$ cat src/rtl/if_fetch_stage.sv
// Instruction-fetch stage: owns the PC, fetches over a req/valid instruction
// memory handshake and produces the IF/ID register for decode. Handles stall,
// decode-resolved redirects (no delay slot) and discard of stale responses.
module if_fetch_stage #(
  parameter logic [31:0] RESET_PC = 32'h0000_0000,
  parameter logic [31:0] BUBBLE   = 32'h0000_0000
) (
  input  logic        clk,
  input  logic        reset,
  input  logic        Stall,
  input  logic [1:0]  Jump,
  input  logic        Branch,
  input  logic        BranchCond,
  input  logic [31:0] JumpTarget,
  input  logic [31:0] JrTarget,
  output logic        imem_req,
  output logic [31:0] imem_addr,
  input  logic [31:0] imem_rdata,
  input  logic        imem_valid,
  output logic [31:0] Instruction,
  output logic [31:0] PC,
  output logic        InstValid,
  output logic        FetchBusy
);

  localparam int unsigned XLEN = 32;
  localparam logic [XLEN-1:0] ALIGN_MASK = ~XLEN'(3);
  localparam logic [XLEN-1:0] PC_STEP    = XLEN'(4);

  typedef enum logic [1:0] {
    ST_REQ  = 2'b00,
    ST_WAIT = 2'b01,
    ST_HOLD = 2'b10
  } state_e;

  state_e          state_q, state_d;
  logic [XLEN-1:0] pc_q, pc_d;
  logic            discard_q, discard_d;
  logic [XLEN-1:0] buf_q, buf_d;
  logic [XLEN-1:0] instr_q, instr_d;
  logic [XLEN-1:0] ifid_pc_q, ifid_pc_d;
  logic            valid_q, valid_d;

  logic            jump_taken;
  logic            redirect;
  logic [XLEN-1:0] target;
  logic            load_word;
  logic [XLEN-1:0] load_data;

  // Redirect decode: Jump outranks Branch, 2'b11 behaves as sequential.
  always_comb begin
    jump_taken = (Jump == 2'b01) || (Jump == 2'b10);
    redirect   = ~Stall & valid_q & (jump_taken | (Branch & BranchCond));
    target     = ((Jump == 2'b10) ? JrTarget : JumpTarget) & ALIGN_MASK;
  end

  // Next-state: fetch sequencing, PC update and IF/ID load/squash.
  always_comb begin
    state_d   = state_q;
    pc_d      = pc_q;
    discard_d = discard_q;
    buf_d     = buf_q;
    instr_d   = instr_q;
    ifid_pc_d = ifid_pc_q;
    valid_d   = valid_q;
    load_word = 1'b0;
    load_data = BUBBLE;

    unique case (state_q)
      ST_REQ: begin
        // Request goes out this cycle; a redirect now makes its answer stale.
        state_d = ST_WAIT;
        if (redirect) begin
          pc_d      = target;
          discard_d = 1'b1;
        end
      end

      ST_WAIT: begin
        if (!imem_valid) begin
          if (redirect) begin
            pc_d      = target;
            discard_d = 1'b1;
          end
        end else if (discard_q || redirect) begin
          // Wrong-path word: drop it and refetch from the current PC.
          discard_d = 1'b0;
          state_d   = ST_REQ;
          if (redirect) begin
            pc_d = target;
          end
        end else if (!Stall) begin
          load_word = 1'b1;
          load_data = imem_rdata;
          pc_d      = pc_q + PC_STEP;
          state_d   = ST_REQ;
        end else begin
          // Decode is stalled: park the word until IF/ID can take it.
          buf_d   = imem_rdata;
          state_d = ST_HOLD;
        end
      end

      ST_HOLD: begin
        if (!Stall) begin
          state_d = ST_REQ;
          if (redirect) begin
            pc_d = target;
          end else begin
            load_word = 1'b1;
            load_data = buf_q;
            pc_d      = pc_q + PC_STEP;
          end
        end
      end

      default: begin
        state_d = ST_REQ;
      end
    endcase

    // IF/ID holds under stall; otherwise it takes the word or a bubble.
    if (!Stall) begin
      instr_d   = load_word ? load_data : BUBBLE;
      ifid_pc_d = pc_q;
      valid_d   = load_word;
    end
  end

  // State, PC and IF/ID registers with asynchronous active-low reset.
  always_ff @(posedge clk or negedge reset) begin
    if (!reset) begin
      state_q   <= ST_REQ;
      pc_q      <= RESET_PC & ALIGN_MASK;
      discard_q <= 1'b0;
      buf_q     <= BUBBLE;
      instr_q   <= BUBBLE;
      ifid_pc_q <= RESET_PC;
      valid_q   <= 1'b0;
    end else begin
      state_q   <= state_d;
      pc_q      <= pc_d;
      discard_q <= discard_d;
      buf_q     <= buf_d;
      instr_q   <= instr_d;
      ifid_pc_q <= ifid_pc_d;
      valid_q   <= valid_d;
    end
  end

  // Request is held low while reset is asserted, so it starts right after release.
  assign imem_req    = (state_q == ST_REQ) & reset;
  assign imem_addr   = pc_q & ALIGN_MASK;
  assign FetchBusy   = (state_q == ST_WAIT);
  assign Instruction = instr_q;
  assign PC          = ifid_pc_q;
  assign InstValid   = valid_q;

endmodule

$ cat config.mk
export PLATFORM = sky130hd
export DESIGN_NAME = if_fetch_stage
export DESIGN_NICKNAME = d
export VERILOG_FILES = /design/src/rtl/if_fetch_stage.sv
export SDC_FILE = /design/constraint.sdc
export NUM_CORES = 1
export LEC_CHECK = 0
export BUFFER_PORTS_ARGS = -buffer_cell sky130_fd_sc_hd__buf_2
export CORE_ASPECT_RATIO = 1.75
export CORE_MARGIN = 5
export CORE_UTILIZATION = 46
export CTS_CLUSTER_SIZE = 14
export DETAILED_ROUTE_END_ITERATION = 8
export PLACE_DENSITY = 0.75
export SLEW_MARGIN = 20
export SYNTH_ARGS = -nofsm -noshare
export SYNTH_HDL_FRONTEND = slang
export SYNTH_SLANG_ARGS = --single-unit
$ cat constraint.sdc
create_clock -name clk -period 6.2 [get_ports clk]
set_input_delay 1.24 -clock clk [delete_from_list [all_inputs] [get_ports clk]]
set_output_delay 1.24 -clock clk [all_outputs]
set_load 0.05 [all_outputs]
Yosys cells after proc, flatten, opt, wreduce, memory -nomap -nowiden

Index checks and enable logic that the tools add are counted.

Flip-flop bits (word level): 132
Word-level logic and storage cells: 60

Mux-type cells: 28
Equality and inequality tests: 8
Bitwise operators: 7
Add/sub/neg operators: 1
Reduce and logical (&&, ||, !) cells: 9

Operator list:

| cell                    | number |
|---|---|
| $mux W32                | 11 |
| $pmux W32 S3            | 1 |
| $pmux W32 S2            | 1 |
| $add A32 B3 Y32 const B | 1 |
| $mux W1                 | 8 |
| $mux W2                 | 4 |
| $pmux W2 S3             | 1 |
| $and A1 B1 Y1           | 4 |
| $eq A2 B1 Y1 const B    | 2 |
| $eq A2 B2 Y1 const B    | 2 |
| $ne A2 B2 Y1 const B    | 2 |
| $ne A4 B3 Y1 const B    | 1 |
| $pmux W1 S2             | 2 |
| $reduce_and A2 Y1       | 2 |
| $reduce_and A4 Y1       | 1 |
| $ne A3 B2 Y1 const B    | 1 |
| $reduce_and A3 Y1       | 1 |
| $reduce_bool A3 Y1      | 1 |
| $logic_not A2 Y1        | 1 |
| $logic_or A1 B1 Y1      | 2 |
| $not A1 Y1              | 2 |
| $reduce_bool A2 Y1      | 1 |
| $or A1 B1 Y1            | 1 |

Depth between registers and ports, before layout

Depth in word-level cells: 9
Mapped depth: 9

Worst setup path after synthesis

OpenSTA, ideal clock, no wires.

Kind: input port to flip-flop
Start: input Jump[0]
End: register pc_q[28]
Library setup time: 0.069 ns
Stages on the path: 8
Path slack: 3.147 ns
Arrival: 2.984 ns
Path buffers: 1
Cell sequence: inv_1 > ha_1 > a21boi_1 > o221ai_2 > or2_1 > clkbuf_1 > or4_1 > nand3_1

Word-level cells in the longest chain between the ends: 8

RTL lines:

| element                                               | RTL line | source |
|---|---|---|
| start, declared                                       | 11       | `input logic [1:0] Jump,` |
| $eq A2 B1 Y1 / $eq A2 B2 Y1 (equally long branches)   | 52, 54   |  |
| $logic_or A1 B1 Y1                                    | 52       | `jump_taken = (Jump == 2'b01) \|\| (Jump == 2'b10);` |
| $or A1 B1 Y1                                          | 53       | `redirect = ~Stall & valid_q & (jump_taken \| (Branch & BranchCond));` |
| $and A1 B1 Y1                                         | 53       |  |
| $mux W32 / $logic_or A1 B1 Y1 (equally long branches) | n/a      |  |
| $mux W32                                              | 85       | `end else if (discard_q \|\| redirect) begin` |
| $mux W32                                              | 80       | `if (!imem_valid) begin` |
| $pmux W32 S3                                          | 69       | `unique case (state_q)` |
| end signal, assigned                                  | 134      | `pc_q <= RESET_PC & ALIGN_MASK;` |
| end signal, assigned                                  | 142      | `pc_q <= pc_d;` |
| end, declared                                         | 37       | `logic [XLEN-1:0] pc_q, pc_d;` |

Parallel ways exist; a longest one is shown, timed or not. The select of a mux whose other input is x is not followed.
A chain may end at the register's enable or synchronous reset.

Final worst setup path

Start: input reset
End: output imem_req

Word-level cells in the longest chain between the ends: 1

RTL lines:

| element         | RTL line | source |
|---|---|---|
| start, declared | 9        | `input logic reset,` |
| $and A1 B1 Y1   | 152      | `assign imem_req = (state_q == ST_REQ) & reset;` |
| end, declared   | 16       | `output logic imem_req,` |

Every way passes these cells.

==> results by group <==
Outcome
  • Status: finished clean

Floorplanning
  • Die H: 170 µm
  • Placement Rows: 58
  • DIE AREA: 17100 µm²
  • Initial Util: 46.6%
  • Die width: 101 µm
  • Ports: 203
  • Placeable Area: 14400 µm²

Critical path
  • Worst setup SP type: input port
  • Required time of the critical path: 4.96 ns
  • R2r endpoint: pc_q[24]
  • CP Class: in2out
  • Crit-path max FO: 68
  • R2r startpoint: state_q[1]
  • Setup crit end kind: output pin
  • R2R Setup Slk: 3.34 ns
  • Reg2reg path depth: 7
  • CP arrival: 2.17 ns

Synthesis
  • Cells after Synth: 632
  • Predominant post-synthesis flop cell: dfrtp_1
  • Synth unique cells: 56
  • Synth area leader: dfrtp_1
  • Avg Cell Area, Syn: 10.6 µm²
  • Mapped cell area: 6690 µm²
  • Post-synth EDFFs: 0
  • Yosys reg bits: 132
  • Synth area leaders: dfrtp_1 49%, mux2_2 13%, o21ai_0 4.6%
  • Synth warn: 0
  • Register area share after synthesis: 49.4%
  • Async S/R FF share, synth: 100%
  • Synth top area share: 49.4%

Timing
  • WHS: 0.477 ns
  • Minimum clock period: 3.41 ns
  • RSZ-0062 raised after global routing: false
  • Final hold vios: 0
  • Max Freq: 293 MHz
  • Final max-slew violation count: 0
  • Number of setup violations in the final report: 0
  • Worst slew pin tran: 1.05 ns
  • Slew headroom: 30.0%
  • Clock skew: 0.0188 ns
  • Setup_tns: 0 ns
  • Final worst-path cycle share: 55.0%

Placement
  • DP Wirelength: 13.5 mm
  • Placer's final routability congestion estimate: 0.897
  • Dpl cells: 948
  • IO buf count: 196

Layout
  • N_diodes: 0
  • Footprint of the multi-input gates: 2970 µm²
  • Final core occ: 57.1%
  • Reg area: 3300 µm²
  • # fillers: 1304
  • Share of cells above drive strength 1: 40.5%
  • Most common cell after layout, fill and taps aside: buf_2
  • Most frequent cells in the layout: 195 x buf_2, 132 x dfrtp_1, 77 x mux2_2, 66 x nand2_1, 61 x o21ai_0
  • Layout area overhead: 22.8%
  • Layout Cells excl Fill: 980
  • Layout Nets: 897

Drt
  • Drt via density: 5.78
  • Initial DRC count: 300
  • Wirelength per Cell: 19.2 µm
  • Top sig layer: met4
  • Wire length on met3: 1.48 mm
  • Vias: 5661
  • Metal1 wirelength: 6.42 mm
  • Met2 WL: 10.1 mm
  • Drt pass-1 iters: 5
  • Final wirelength: 18.8 mm
  • Post-route ant nets: 0
  • # DRC: 0

Global route
  • Initial antenna violation count: 0
  • First-pass GRT wire length: 29.6 mm
  • GR Overflow Total: 0
  • Vias in the first global route: 5813
  • Total track usage: 22.0%
  • Largest net degree at the start of global routing: 69

Power and ir drop
  • Leak pwr: 4.01 nW
  • VDD IR-drop max: 259 µV
  • Pwr/cell area: 475 nW/µm²

Clock tree
  • Clk_lat worst skew: 0.42 ns
  • Reg clk slew, reported paths: 0.06 ns
  • Clock Sinks: 132
  • H-tree Lvls: 4
  • Number of setup buffers added after CTS: 0
  • Cts bufs inserted: 17
  • Post-cts resize count: 0
  • CTS max path bufs: 2
  • CTS tree: built
  • Hold buffers post-CTS: 0
  • CTS root buf: clkbuf_16

Hold path
  • WHS Path Cells: 2
  • Endpoint, Worst Hold: PC[18]
  • Hold path startpoint: PC[18]
  • Hold WC Path Type: reg2reg

Run
  • Max-cap violations: 0
## critical path, stage by stage
cell and delay [ns]:
buf_6 0.44, and2_1 0.21, buf_2 0.26
## where the power goes
part / leakage (nW) / total (mW) / switching [mW] / internal [mW]
Sequential: 1.76 / 1.34 / 0.219 / 1.12
Combinational: 1.96 / 1.53 / 1.07 / 0.462
Clock: 0.290 / 1.02 / 0.394 / 0.631
Total: 4.01 / 3.90 / 1.68 / 2.21
## layout make-up
cell class | count | share of cell area [%]
Clock buffer | 20 | 5.68
Clock inverter | 12 | 1.75
Inverter | 10 | 0.457
Multi-Input combinational cell | 420 | 36.2
Sequential cell | 132 | 40.2
Tap cell | 180 | 2.74
Timing Repair Buffer | 206 | 12.9
## kinds of logic after synthesis
kind of cell	count (synthesis)	share of synthesized area, %
flops	132	49.4
mux	93	15.4
simple gates	159	12.0
fa+ha+maj	6	1.12
compound gates	160	15.7
buf+inv	81	6.38
other cells	1	0.0561
## sequential cells by signal, indices dropped and copies added, names as in the netlist
name	count
InstValid	1
Instruction	32
PC	32
buf_q	32
discard_q	1
pc_q	32
state_q	2
## metal layers
layer  up-vias  GRT usage, %
met3        49          4.90
met2       255          39.9
li1       2598             -
met4         0          11.5
met1      2759          23.0
met5         -             0
## through the flow
stage | setup slack, ns | instance area [µm²] | power [mW]
4_1_cts | 2.72 | 8210 | 3.92
3_5_place_dp | 2.50 | 7600 | 2.89
5_1_grt | 2.67 | 8210 | 4.09
3_3_place_gp | 2.52 | 7600 | 2.85
2_1_floorplan | 3.15 | 6690 | 2.52
6_report | 2.79 | 8210 | 3.90
## worst max-delay path by stage
stage / start / slack [ns] / to / cells past startpoint
5_1_grt: reset / 2.67 / imem_req / 3
4_1_cts: reset / 2.72 / imem_req / 3
6_report: reset / 2.79 / imem_req / 3
2_1_floorplan: Jump[0] / 3.15 / pc_q[28] / 8
3_3_place_gp: Jump[0] / 2.52 / pc_q[24] / 8
3_5_place_dp: Jump[0] / 2.50 / pc_q[24] / 8
## synthesized netlist by cell type (3+ instances only)
cell type and instances:
a31oi_1 8, and2_1 7, o21ai_0 61, nor3_1 4, o221ai_1 3, inv_1 10
and4_1 3, o21a_1 4, nand4_1 12, a21oi_1 9, and3_1 7, clkbuf_1 35
ha_1 6, a22oi_1 39, nand3b_1 3, buf_4 32, o211ai_1 11, o311ai_0 4
mux2i_1 16, dfrtp_1 132, nand2_1 66, nand3_1 19, o32a_1 5, or4_1 5
mux2_2 77, nor2_1 16
(Power assumes the default switching activity.)
